===== src/rtl/ser_pkg.sv =====
// rtl/ser_pkg.sv - shared state encoding, length clamp and default width for ser_frame_tx
package ser_pkg;

  localparam int DEFAULT_DATA_W = 40;

  typedef enum logic [1:0] {
    IDLE   = 2'd0,
    SHIFT  = 2'd1,
    PARITY = 2'd2
  } ser_state_e;

  // A zero or oversized request means "send the whole word".
  function automatic int unsigned clamp_len(input int unsigned len, input int unsigned data_w);
    if (len == 0 || len > data_w) return data_w;
    return len;
  endfunction

endpackage


===== src/rtl/ser_bit_mux.sv =====
// rtl/ser_bit_mux.sv - parametrised combinational bit selector (generalised fixed-width selector)
module ser_bit_mux
  import ser_pkg::*;
#(
  parameter int DATA_W = DEFAULT_DATA_W,
  parameter int IDX_W  = $clog2(DATA_W + 1)
) (
  input  logic [DATA_W-1:0] data,
  input  logic [IDX_W-1:0]  idx,
  output logic              sel_bit
);

  // Out-of-range indices select 0 rather than X.
  always_comb begin
    sel_bit = 1'b0;
    for (int i = 0; i < DATA_W; i++) begin
      if (idx == IDX_W'(i)) sel_bit = data[i];
    end
  end

endmodule


===== src/rtl/ser_frame_tx.sv =====
// rtl/ser_frame_tx.sv - parallel-to-serial frame transmitter, LSB/MSB first, tick-paced
// Optional even-parity trailer bit when SER_PARITY_EN is defined.
module ser_frame_tx
  import ser_pkg::*;
#(
  parameter int DATA_W = DEFAULT_DATA_W,
  parameter int CNT_W  = $clog2(DATA_W + 1)
) (
  input  logic              clk,
  input  logic              rst,
  input  logic [DATA_W-1:0] data,
  input  logic [CNT_W-1:0]  len,
  input  logic              msb_first,
  input  logic              load,
  output logic              ready,
  input  logic              tick,
  output logic              out,
  output logic              out_valid,
  output logic              done
);

  ser_state_e        state_q, state_d;
  logic [DATA_W-1:0] data_q, data_d;
  logic [CNT_W-1:0]  len_q, len_d;
  logic [CNT_W-1:0]  idx_q, idx_d;
  logic [CNT_W-1:0]  sel_idx;
  logic              msb_q, msb_d;
  logic              out_d, valid_d, done_d;
  logic              last_bit, mux_bit;
`ifdef SER_PARITY_EN
  logic              par_q, par_d;
`endif

  assign ready    = (state_q == IDLE);
  assign last_bit = (idx_q == len_q - CNT_W'(1));

  always_comb begin : next_state
    state_d = state_q;
    data_d  = data_q;
    len_d   = len_q;
    msb_d   = msb_q;
    idx_d   = idx_q;
    done_d  = 1'b0;
`ifdef SER_PARITY_EN
    par_d   = par_q;
`endif
    case (state_q)
      IDLE: begin
        if (load) begin
          state_d = SHIFT;
          data_d  = data;
          len_d   = CNT_W'(clamp_len(32'(len), DATA_W));
          msb_d   = msb_first;
          idx_d   = '0;
`ifdef SER_PARITY_EN
          par_d   = 1'b0;
`endif
        end
      end
      SHIFT: begin
        if (tick) begin
`ifdef SER_PARITY_EN
          // out holds the bit being consumed, so fold it in before moving on
          par_d = par_q ^ out;
`endif
          if (last_bit) begin
            idx_d = '0;
`ifdef SER_PARITY_EN
            state_d = PARITY;
`else
            state_d = IDLE;
            done_d  = 1'b1;
`endif
          end else begin
            idx_d = idx_q + CNT_W'(1);
          end
        end
      end
      default: begin
        if (tick) begin
          state_d = IDLE;
          done_d  = 1'b1;
        end
      end
    endcase
  end

  // The serial bit is registered, so it is selected from the next-state word and index.
  assign sel_idx = msb_d ? (len_d - CNT_W'(1) - idx_d) : idx_d;

  ser_bit_mux #(
    .DATA_W (DATA_W),
    .IDX_W  (CNT_W)
  ) u_bit_mux (
    .data    (data_d),
    .idx     (sel_idx),
    .sel_bit (mux_bit)
  );

  always_comb begin : next_out
    out_d   = 1'b0;
    valid_d = 1'b0;
    case (state_d)
      SHIFT: begin
        out_d   = mux_bit;
        valid_d = 1'b1;
      end
`ifdef SER_PARITY_EN
      PARITY: begin
        out_d   = par_d;
        valid_d = 1'b1;
      end
`endif
      default: begin
        out_d   = 1'b0;
        valid_d = 1'b0;
      end
    endcase
  end

  always_ff @(posedge clk or posedge rst) begin
    if (rst) begin
      state_q   <= IDLE;
      data_q    <= '0;
      len_q     <= '0;
      msb_q     <= 1'b0;
      idx_q     <= '0;
      out       <= 1'b0;
      out_valid <= 1'b0;
      done      <= 1'b0;
`ifdef SER_PARITY_EN
      par_q     <= 1'b0;
`endif
    end else begin
      state_q   <= state_d;
      data_q    <= data_d;
      len_q     <= len_d;
      msb_q     <= msb_d;
      idx_q     <= idx_d;
      out       <= out_d;
      out_valid <= valid_d;
      done      <= done_d;
`ifdef SER_PARITY_EN
      par_q     <= par_d;
`endif
    end
  end

endmodule


===== config.mk =====
export PLATFORM = sky130hd
export DESIGN_NAME = ser_frame_tx
export DESIGN_NICKNAME = d
export VERILOG_FILES = /design/src/rtl/ser_pkg.sv /design/src/rtl/ser_bit_mux.sv /design/src/rtl/ser_frame_tx.sv
export SDC_FILE = /design/constraint.sdc
export NUM_CORES = 1
export LEC_CHECK = 0
export CORE_ASPECT_RATIO = 0.7
export CORE_UTILIZATION = 54
export CTS_CLUSTER_SIZE = 25
export DETAILED_ROUTE_END_ITERATION = 8
export HOLD_SLACK_MARGIN = 0.05
export PLACE_DENSITY = 0.8
export SLEW_MARGIN = 20
export SYNTH_ARGS = -nofsm -noshare
export SYNTH_HDL_FRONTEND = slang
export SYNTH_HIERARCHICAL = 1
export SYNTH_SLANG_ARGS = --single-unit

===== constraint.sdc =====
create_clock -name clk -period 6.1 [get_ports clk]
set_clock_uncertainty 0.2 [all_clocks]
set_input_delay 1.22 -clock clk [delete_from_list [all_inputs] [get_ports clk]]
set_output_delay 1.22 -clock clk [all_outputs]
set_load 0.005 [all_outputs]

==> results.json <==
{
  "io_pins": 55,
  "period_share_pct": 92.43,
  "synth_compound_area_share_pct": 17.38,
  "n_antenna_cell": 0,
  "placed_area_um2": 4093,
  "grt_use_total_pct": 26.96,
  "synth.distinct_cells": 59,
  "clkTransAtPathRegs_ns": 0.06,
  "finalInstanceArea_um2": 4297,
  "slowest_stage": "clkdlybuf4s50_1",
  "rows": 24,
  "cts_buffers": 9,
  "clockBufferDepth": 2,
  "synthArstFlopShare_pct": 100.0,
  "synth_fa_ha_area_share_pct": 3.088,
  "wl_met3_um": 727,
  "synth-edff-count": 0,
  "drive_gt1_share_pct": 9.916,
  "drt_iter0_drc": 299,
  "gp_congestion": 0.9244,
  "grt_max_degree": 59,
  "synth-seq-cells": 58,
  "cpPeakStageDelay_ns": 0.50,
  "port_buffers": 54,
  "wirelength_um": 8467,
  "ant_nets": 0,
  "synth-simple-area-share_pct": 27.50,
  "cts_num_sinks": 58,
  "synth_area_per_cell_um2": 8.336,
  "cts_resized": 0,
  "cts_tree": "done",
  "wl_met1_um": 3985,
  "min_period_ns": 5.638,
  "path_class": "primary input to register",
  "met2_length_um": 3667,
  "syn_inst": 418,
  "synthXorXnorAreaFrac_pct": 3.016,
  "hp-class": "register to register",
  "cts_max_level": 3,
  "grt_pass1_vias": 2903,
  "dr.max_layer_used": "met4",
  "critical-path-top-delay-family": "compound AO/OA/AOI/OAI gates",
  "globalRoute.totalOverflow": 0,
  "num_vias": 3161,
  "chipHeight_um": 69.21,
  "antenna_found_initial": 0,
  "muxShareOfSynthArea_pct": 2.693,
  "core_um2": 6216,
  "violations": "design-rule violations",
  "p_leak_nw": 1.985,
  "setup_violations": 0,
  "crit_chain": "clkdlybuf4s50_1 -> nand3_1 -> nor4b_4 -> a21oi_4 -> a32oi_2 -> ha_1 -> a211oi_1 -> o21bai_1 -> a21oi_1 -> xor2_1 -> nand2_1 -> xnor2_1 -> nor2b_1 -> nor4bb_1 -> nor3_1 -> a21o_1 -> a211oi_1 -> o22ai_1 -> and2_1",
  "fin_util_pct": 69.12,
  "cp-start-kind": "primary input",
  "die-area_um2": 6784,
  "synth_ff_type": "dfrtp_1",
  "clk_latency_ns": 0.34,
  "cp_num_buf_inv": 1,
  "drt_pass1_iterations": 7,
  "drc_errors": 2,
  "nets": 529,
  "postCtsHoldBufs": 0,
  "place_ws_ns": 0.1458,
  "path_max_fanout": 6,
  "finalHoldViolCount": 0,
  "routed_via_density": 5.726,
  "tightest_slew_ns": 0.7689,
  "synth_area_um2": 3485,
  "crit_path_frequent_cell": "a211oi_1",
  "grt_pass1_wl_um": 14130,
  "yosys_warnings": 6,
  "dp_hpwl_um": 6282,
  "totalPowerFinal_mw": 2.636,
  "syn2layout_area_growth_pct": 23.30,
  "synth_top_family_by_area": "simple AND/OR/NAND/NOR gates",
  "setup_slack_ns": 0.4617,
  "cts.root.buffer_cell": "clkbuf_8",
  "setup_tns_ns": 0,
  "fmax_mhz": 177.4,
  "initial_utilization_pct": 56.06,
  "power_density_nw_per_um2": 613.5,
  "wl_per_cell_um": 15.34,
  "ys_seq_area_share_pct": 41.65,
  "crit_path_end_kind": "register",
  "die_w_um": 98.02,
  "rsz0062_at_grt": "false",
  "postCtsSetupBuffers": 0,
  "status": "complete, but fails checks",
  "drv_slew": 0,
  "cap_violations": 0,
  "cp.arrival_ns": 5.67,
  "syn_nets": 477,
  "ir_drop_uv": 261.9,
  "relSlewSlack_pct": 48.74,
  "worstPathRequired_ns": 6.13
}
cell families (layout without fill, tap and decap cells):
logic type      after synthesis  count (layout)
compound gates               85              85
buf+inv                      36              92
xor+xnor                     12              12
mux                           9               9
fa+ha+maj                     8               8
flops                        58              58
simple gates                210             210
synth_stat cells, drive strengths merged (6+ instances only):
cell	number	share of area (%)
and2	7	1.3
ha	7	2.5
clkbuf	12	1.3
nor3	8	1.1
dfrtp	58	42
mux2i	6	1.7
buf	11	2.0
nand2	144	16
o21ai	20	2.9
nor2	16	1.7
a21oi	21	3.4
xnor2	7	1.8
inv	13	1.4
power by group:
group          switching, mW  internal [mW]
clock network          0.142          0.219
logic                  0.970          0.648
registers             0.0971          0.559
layout by cell type, fill, tap and decap left out, types with 7 or more instances in the layout:
cell type        count
xnor2_1              7
inv_1               10
nor2_1              16
nor3_1               8
o21ai_0             16
a21oi_1             19
nand2_1            144
buf_4               10
and2_1               7
clkdlybuf4s50_1     54
ha_1                 7
dfrtp_1             58
clkbuf_8            12
area by class of cell:
cell class | count | area (um2)
clock buffer | 13 | 168.9
inverter | 13 | 48.80
timing repair buffer | 64 | 615.6
fill | 504 | 1919
clock inverter | 2 | 35.03
multi-input combinational | 324 | 1879
sequential | 58 | 1451
tap | 78 | 97.59
flip-flops by register name (all words and copies together), names as in the netlist:
| signal | count |
|---|---|
| data_q | 40 |
| idx_q | 6 |
| len_q | 6 |
| state_q | 2 |
| done | 1 |
| msb_q | 1 |
| out | 1 |
| out_valid | 1 |
stage by stage:
| step | hold slack, ns | std cells |
|---|---|---|
| 2_1_floorplan | 0.2334 | 418 |
| 5_1_grt | 0.2991 | 552 |
| 3_3_place_gp | 0.2492 | 537 |
| 4_1_cts | 0.2779 | 552 |
| 3_5_place_dp | 0.2617 | 537 |
| 6_report | 0.2784 | 552 |
tightest hold or removal path: cells and delay by family, from the launching register on:
| family | cells | cell delay [ns] |
|---|---|---|
| flip-flops | 1 | 0.32 |
| AND/OR/NAND/NOR | 2 | 0.12 |
metal layers:
| metal | global-route usage, % | up-vias |
|---|---|---|
| met2 | 38.03 | 125 |
| li1 | - | 1538 |
| met5 | 0 | - |
| met3 | 7.964 | 10 |
| met4 | 7.239 | 0 |
| met1 | 40.25 | 1488 |
worst paths after layout:
path,to,from,slack [ns],cells after the start
max,out,tick,0.46,19
min in group asynchronous,out_valid,rst,1.20,3
min reg2reg,data_q[22],data_q[22],0.28,2
max reg2reg,out,len_q[0],0.81,21
min,data_q[22],data_q[22],0.28,2
max in group asynchronous,data_q[35],rst,4.01,3
Note: power is estimated with default switching activity, not from simulation.
==> RTL change 1: new RTL, same settings <==
Re-encode `ser_state_e` (3 states) as one-hot, 3 bits wide.
--- a/src/rtl/ser_pkg.sv
+++ b/src/rtl/ser_pkg.sv
@@ -3,10 +3,10 @@
 
   localparam int DEFAULT_DATA_W = 40;
 
-  typedef enum logic [1:0] {
-    IDLE   = 2'd0,
-    SHIFT  = 2'd1,
-    PARITY = 2'd2
+  typedef enum logic [2:0] {
+    IDLE   = 3'b001,
+    SHIFT  = 3'b010,
+    PARITY = 3'b100
   } ser_state_e;
 
   // A zero or oversized request means "send the whole word".
Formal check against the unedited RTL: no difference found for any inputs over 4 cycles, from zero or initial values and one cycle with rst high; so few cycles prove little.
==> RTL change 1 against the original RTL <==
Sequential cell count rose by 1. Highest routed layer unchanged. Area after synthesis up 2.4%. Wire length up 7.0%. Via count up 2.9%. Largest power group unchanged. Setup slack gained 0.12 ns. First-iteration DRC count decreased by 26%. Total power grew 9.6%. Design area increased by 1.8%. Combinational power up 17%. Final cell count is 1.8% higher.
==> RTL change 1: results (changes against the original RTL) <==
Worst-Margin Slew 0.7793 ns (was 0.7689 ns); largest net degree at the start of global routing 60 (was 59); final net count 538 (was 529); global-route wire length before repair 15,170 um (was 14,130 um); Yosys cell types 62 (was 59); drt wl/cell 16.12 um (was 15.34 um); Synth Area in Compound Gates 0.1728 (was 0.1738); Detailed Place HPWL 6675 um (was 6282 um); Reg2Reg Depth 22 (was 21); DR WL met2 3552 um (was 3667 um); hold_sp data_q[26] (was data_q[22]); fraction of cell area in non-clock buffers 0.1425 (was 0.1433); sequential area share after synthesis 0.4140 (was 0.4165); grt met2 use 0.3877 (was 0.3803); Syn Nets 486 (was 477); clk_buf instances 12 (was 13); leakage power 2.003 nW (was 1.985 nW); vias in the first global route 3,036 (was 2,903); Post-synth top cells nand2_1 (142), dfrtp_1 (58), a21oi_1 (18), o21ai_0 (18) (was nand2_1 (144), dfrtp_1 (58), a21oi_1 (19), nor2_1 (16), o21ai_0 (16)); Buffers excl. clock 65 (was 64); highest routing layer actually used met4 (unchanged); Seq area share 0.3379 (was 0.3378); 1st-pass router iterations 5 (was 7); worst slack at placement 0.2760 ns (was 0.1458 ns); share of post-route cells with drive strength above 1 0.09917 (was 0.09916); Endpoint, Worst Hold data_q[26] (was data_q[22]); Worst VDD drop 334.6 uV (was 261.9 uV); xor-xnor portion of the synthesized cell area 0.02944 (was 0.03016); clock slew at reported path FFs 0.08 ns (was 0.06 ns); multiplexer share of the synthesized area 0.03225 (was 0.02693); GR Util met1 0.4477 (was 0.4025); M1 WL 4751 um (was 3985 um); Signal inverters 16 (was 13); fillers 505 (was 504); r2r setup slk 0.94 ns (was 0.81 ns); fraction of area in multi-input gates 0.4423 (was 0.4374); top cells by area, synth dfrtp_1 (41%), nand2_1 (15%), a21oi_1 (2.5%), o21ai_0 (2.5%), ha_1 (2.5%) (was dfrtp_1 (42%), nand2_1 (16%), a21oi_1 (2.7%), ha_1 (2.5%), o21ai_0 (2.3%)); Clock-cell share 0.04120 (was 0.04747); CP arrival 5.55 ns (was 5.67 ns); R2R Path End out (unchanged); RD Place Congestion 0.9787 (was 0.9244); post-synthesis adder-cell area fraction 0.03014 (was 0.03088); status finished, final reports clean (was complete, but fails checks)
==> RTL change 1: cell types whose count changed in the layout (fill, tap and decap cells not counted), sizes merged, moves of 2 or more <==
cell      change
o21bai        -3
nand2         -2
a21boi        +2
nand3b        +2
a2111oi       +2
clkinvlp      +2
and2          -3
inv           +3
a221oi        +2
a31oi         -3
nor2          -2
a211oi        -2
==> RTL change 1: critical path, stage by stage <==
cell             delay (ns)
clkdlybuf4s50_1        0.47
nand3_1                0.10
nor4b_4                0.46
a21oi_4                0.17
a21oi_2                0.31
o21a_1                 0.20
ha_1                   0.23
a21o_1                 0.15
a21oi_1                0.22
o21ai_0                0.15
xor2_1                 0.14
nand2_1                0.08
xnor2_1                0.23
nor2b_1                0.33
nor4bb_1               0.33
nor3_1                 0.08
a21o_1                 0.18
a211oi_1               0.22
o22ai_1                0.12
and2_1                 0.15
==> RTL change 1: report_power, final <==
| group | internal, mW | switching (mW) | total [mW] | leakage (nW) |
|---|---|---|---|---|
| clock | 0.168 | 0.158 | 0.326 | 0.0884 |
| sequential | 0.563 | 0.107 | 0.669 | 0.744 |
| combinational | 0.759 | 1.13 | 1.89 | 1.17 |
| total | 1.49 | 1.40 | 2.89 | 2.00 |
==> RTL change 1: worst max path at each step <==
stage / end / slack [ns] / startpoint
4_1_cts: out / 0.63 / tick
2_1_floorplan: out / 1.24 / len[0]
6_report: out / 0.58 / tick
3_3_place_gp: out / 0.42 / tick
3_5_place_dp: out / 0.28 / tick
5_1_grt: out / 0.19 / tick
==> RTL change 1: through the flow <==
stage	instances	area, um^2	util	hold slack [ns]
floorplan	427	3570	-	0.2334
global route	562	4373	0.6935	0.2957
global placement	546	4193	0.6649	0.2557
finish	562	4373	0.6935	0.2838
detailed placement	546	4193	0.6649	0.2631
CTS	562	4373	0.6935	0.2829
==> RTL change 2: new RTL, config.mk and constraints unchanged <==
Without the edit above. `DEFAULT_DATA_W`: 40 -> 36.
--- a/src/rtl/ser_pkg.sv
+++ b/src/rtl/ser_pkg.sv
@@ -1,7 +1,7 @@
 // rtl/ser_pkg.sv - shared state encoding, length clamp and default width for ser_frame_tx
 package ser_pkg;
 
-  localparam int DEFAULT_DATA_W = 40;
+  localparam int DEFAULT_DATA_W = 36;
 
   typedef enum logic [1:0] {
     IDLE   = 2'd0,
Interface: changed (resized data); port bits go from 55 to 51. No check against the original RTL was run, so the function may have changed too.
==> RTL change 2 against the original RTL <==
Critical endpoint unchanged. Largest power group unchanged. Area after synthesis fell by 11%. Sequential cell count fell by 4. Setup slack better by 0.15 ns. Total power shrank 7.8%. Critical path type unchanged. Count of clock-buffer cells in the layout decreased by 6. Design area is 12% lower. Wire length decreased by 13%.
==> RTL change 2: results (changes against the original RTL) <==
status finished, final reports clean (was complete, but fails checks); share of post-route cells with drive strength above 1 0.07601 (was 0.09916); global-route wire length before repair 12,390 um (was 14,130 um); vias in the first global route 2,652 (was 2,903); Synth Area in Compound Gates 0.1390 (was 0.1738); final net count 475 (was 529); clock slew at reported path FFs 0.09 ns (was 0.06 ns); drt wl/cell 14.95 um (was 15.34 um); leakage power 1.801 nW (was 1.985 nW); post-synthesis adder-cell area fraction 0.03454 (was 0.03088); 1st-pass router iterations 5 (was 7); Slew HR 0.3858 (was 0.4874); vias per inst 5.696 (was 5.726); RD Place Congestion 0.9113 (was 0.9244); fillers 438 (was 504); gr usage total 0.2603 (was 0.2696); CP arrival 5.54 ns (was 5.67 ns); Inserted Clock Buffers 5 (was 9); CP Max Fanout 9 (was 6); Worst-Skew Late Latency 0.30 ns (was 0.34 ns); Post-synth top cells nand2_1 (128), dfrtp_1 (54), a21oi_1 (18), nor2_1 (17), inv_1 (13) (was nand2_1 (144), dfrtp_1 (58), a21oi_1 (19), nor2_1 (16), o21ai_0 (16)); Yosys cell types 55 (was 59); Top Registers data_q (36), idx_q (6), len_q (6) (was data_q (40), idx_q (6), len_q (6)); Syn Nets 424 (was 477); Detailed Place HPWL 5487 um (was 6282 um)
## RTL change 2: cell type report
class,count,area (um^2),area share
Tap cell,72,90.09,0.02372
Clock inverter,1,5.005,0.001318
Timing Repair Buffer,61,583.1,0.1535
Sequential cell,54,1351,0.3558
Inverter,13,50.05,0.01318
Multi-Input combinational cell,285,1632,0.4297
Clock buffer,7,86.33,0.02273
## RTL change 2: per-stage QoR
step / util / area, um^2 / total power, mW / std cells / setup slack (ns)
after global routing: 0.7039 / 3797 / 2.643 / 493 / 0.3231
after global placement: 0.6867 / 3705 / 2.143 / 485 / 0.6496
after CTS: 0.7036 / 3796 / 2.412 / 493 / 0.7004
after floorplan: - / 3115 / 1.826 / 369 / 1.271
final: 0.7039 / 3797 / 2.430 / 493 / 0.6095
after detailed placement: 0.6867 / 3705 / 2.203 / 485 / 0.4159
## RTL change 2: cell families after synthesis
kind of cell / count (synthesis)
buffers and inverters: 30
adder cells (fa/ha/maj): 8
flip-flops: 54
AO/OA/AOI/OAI: 65
XOR/XNOR: 12
AND/OR/NAND/NOR: 188
multiplexers: 12
## RTL change 2: critical path: stages
cell             delay (ns)
clkdlybuf4s50_1        0.66
nand3_1                0.18
nor4b_4                0.41
a21oi_2                0.17
a31oi_1                0.31
ha_1                   0.31
a211oi_1               0.26
o21bai_1               0.11
a21oi_1                0.19
xnor2_1                0.08
nor2_1                 0.11
xor2_1                 0.29
or4b_1                 0.53
a211oi_1               0.29
o21ai_0                0.14
a31oi_1                0.15
and2_1                 0.13
## RTL change 2: worst paths after layout
check | end | slack [ns] | cells past startpoint | from
min | data_q[27] | 0.28 | 2 | data_q[27]
max in group asynchronous | data_q[17] | 3.95 | 2 | rst
min in group asynchronous | state_q[1] | 1.19 | 2 | rst
min reg2reg | data_q[27] | 0.28 | 2 | data_q[27]
max reg2reg | out | 1.23 | 19 | len_q[0]
max | out | 0.61 | 17 | tick
## RTL change 2: where the power goes
part	switching (mW)	total (mW)	internal, mW
Clock	0.112	0.204	0.0919
Combinational	0.937	1.61	0.671
Sequential	0.0939	0.617	0.523
Total	1.14	2.43	1.29
## RTL change 2: per-layer routing
metal | vias up | share of wire | routed length [um] | global-route usage
met5 | - | 0 | 0 | 0
met4 | 0 | 0.011 | 80 | 0.06538
met3 | 13 | 0.069 | 506 | 0.05324
met2 | 126 | 0.44 | 3235 | 0.3869
met1 | 1320 | 0.48 | 3546 | 0.3888
li1 | 1349 | - | - | -
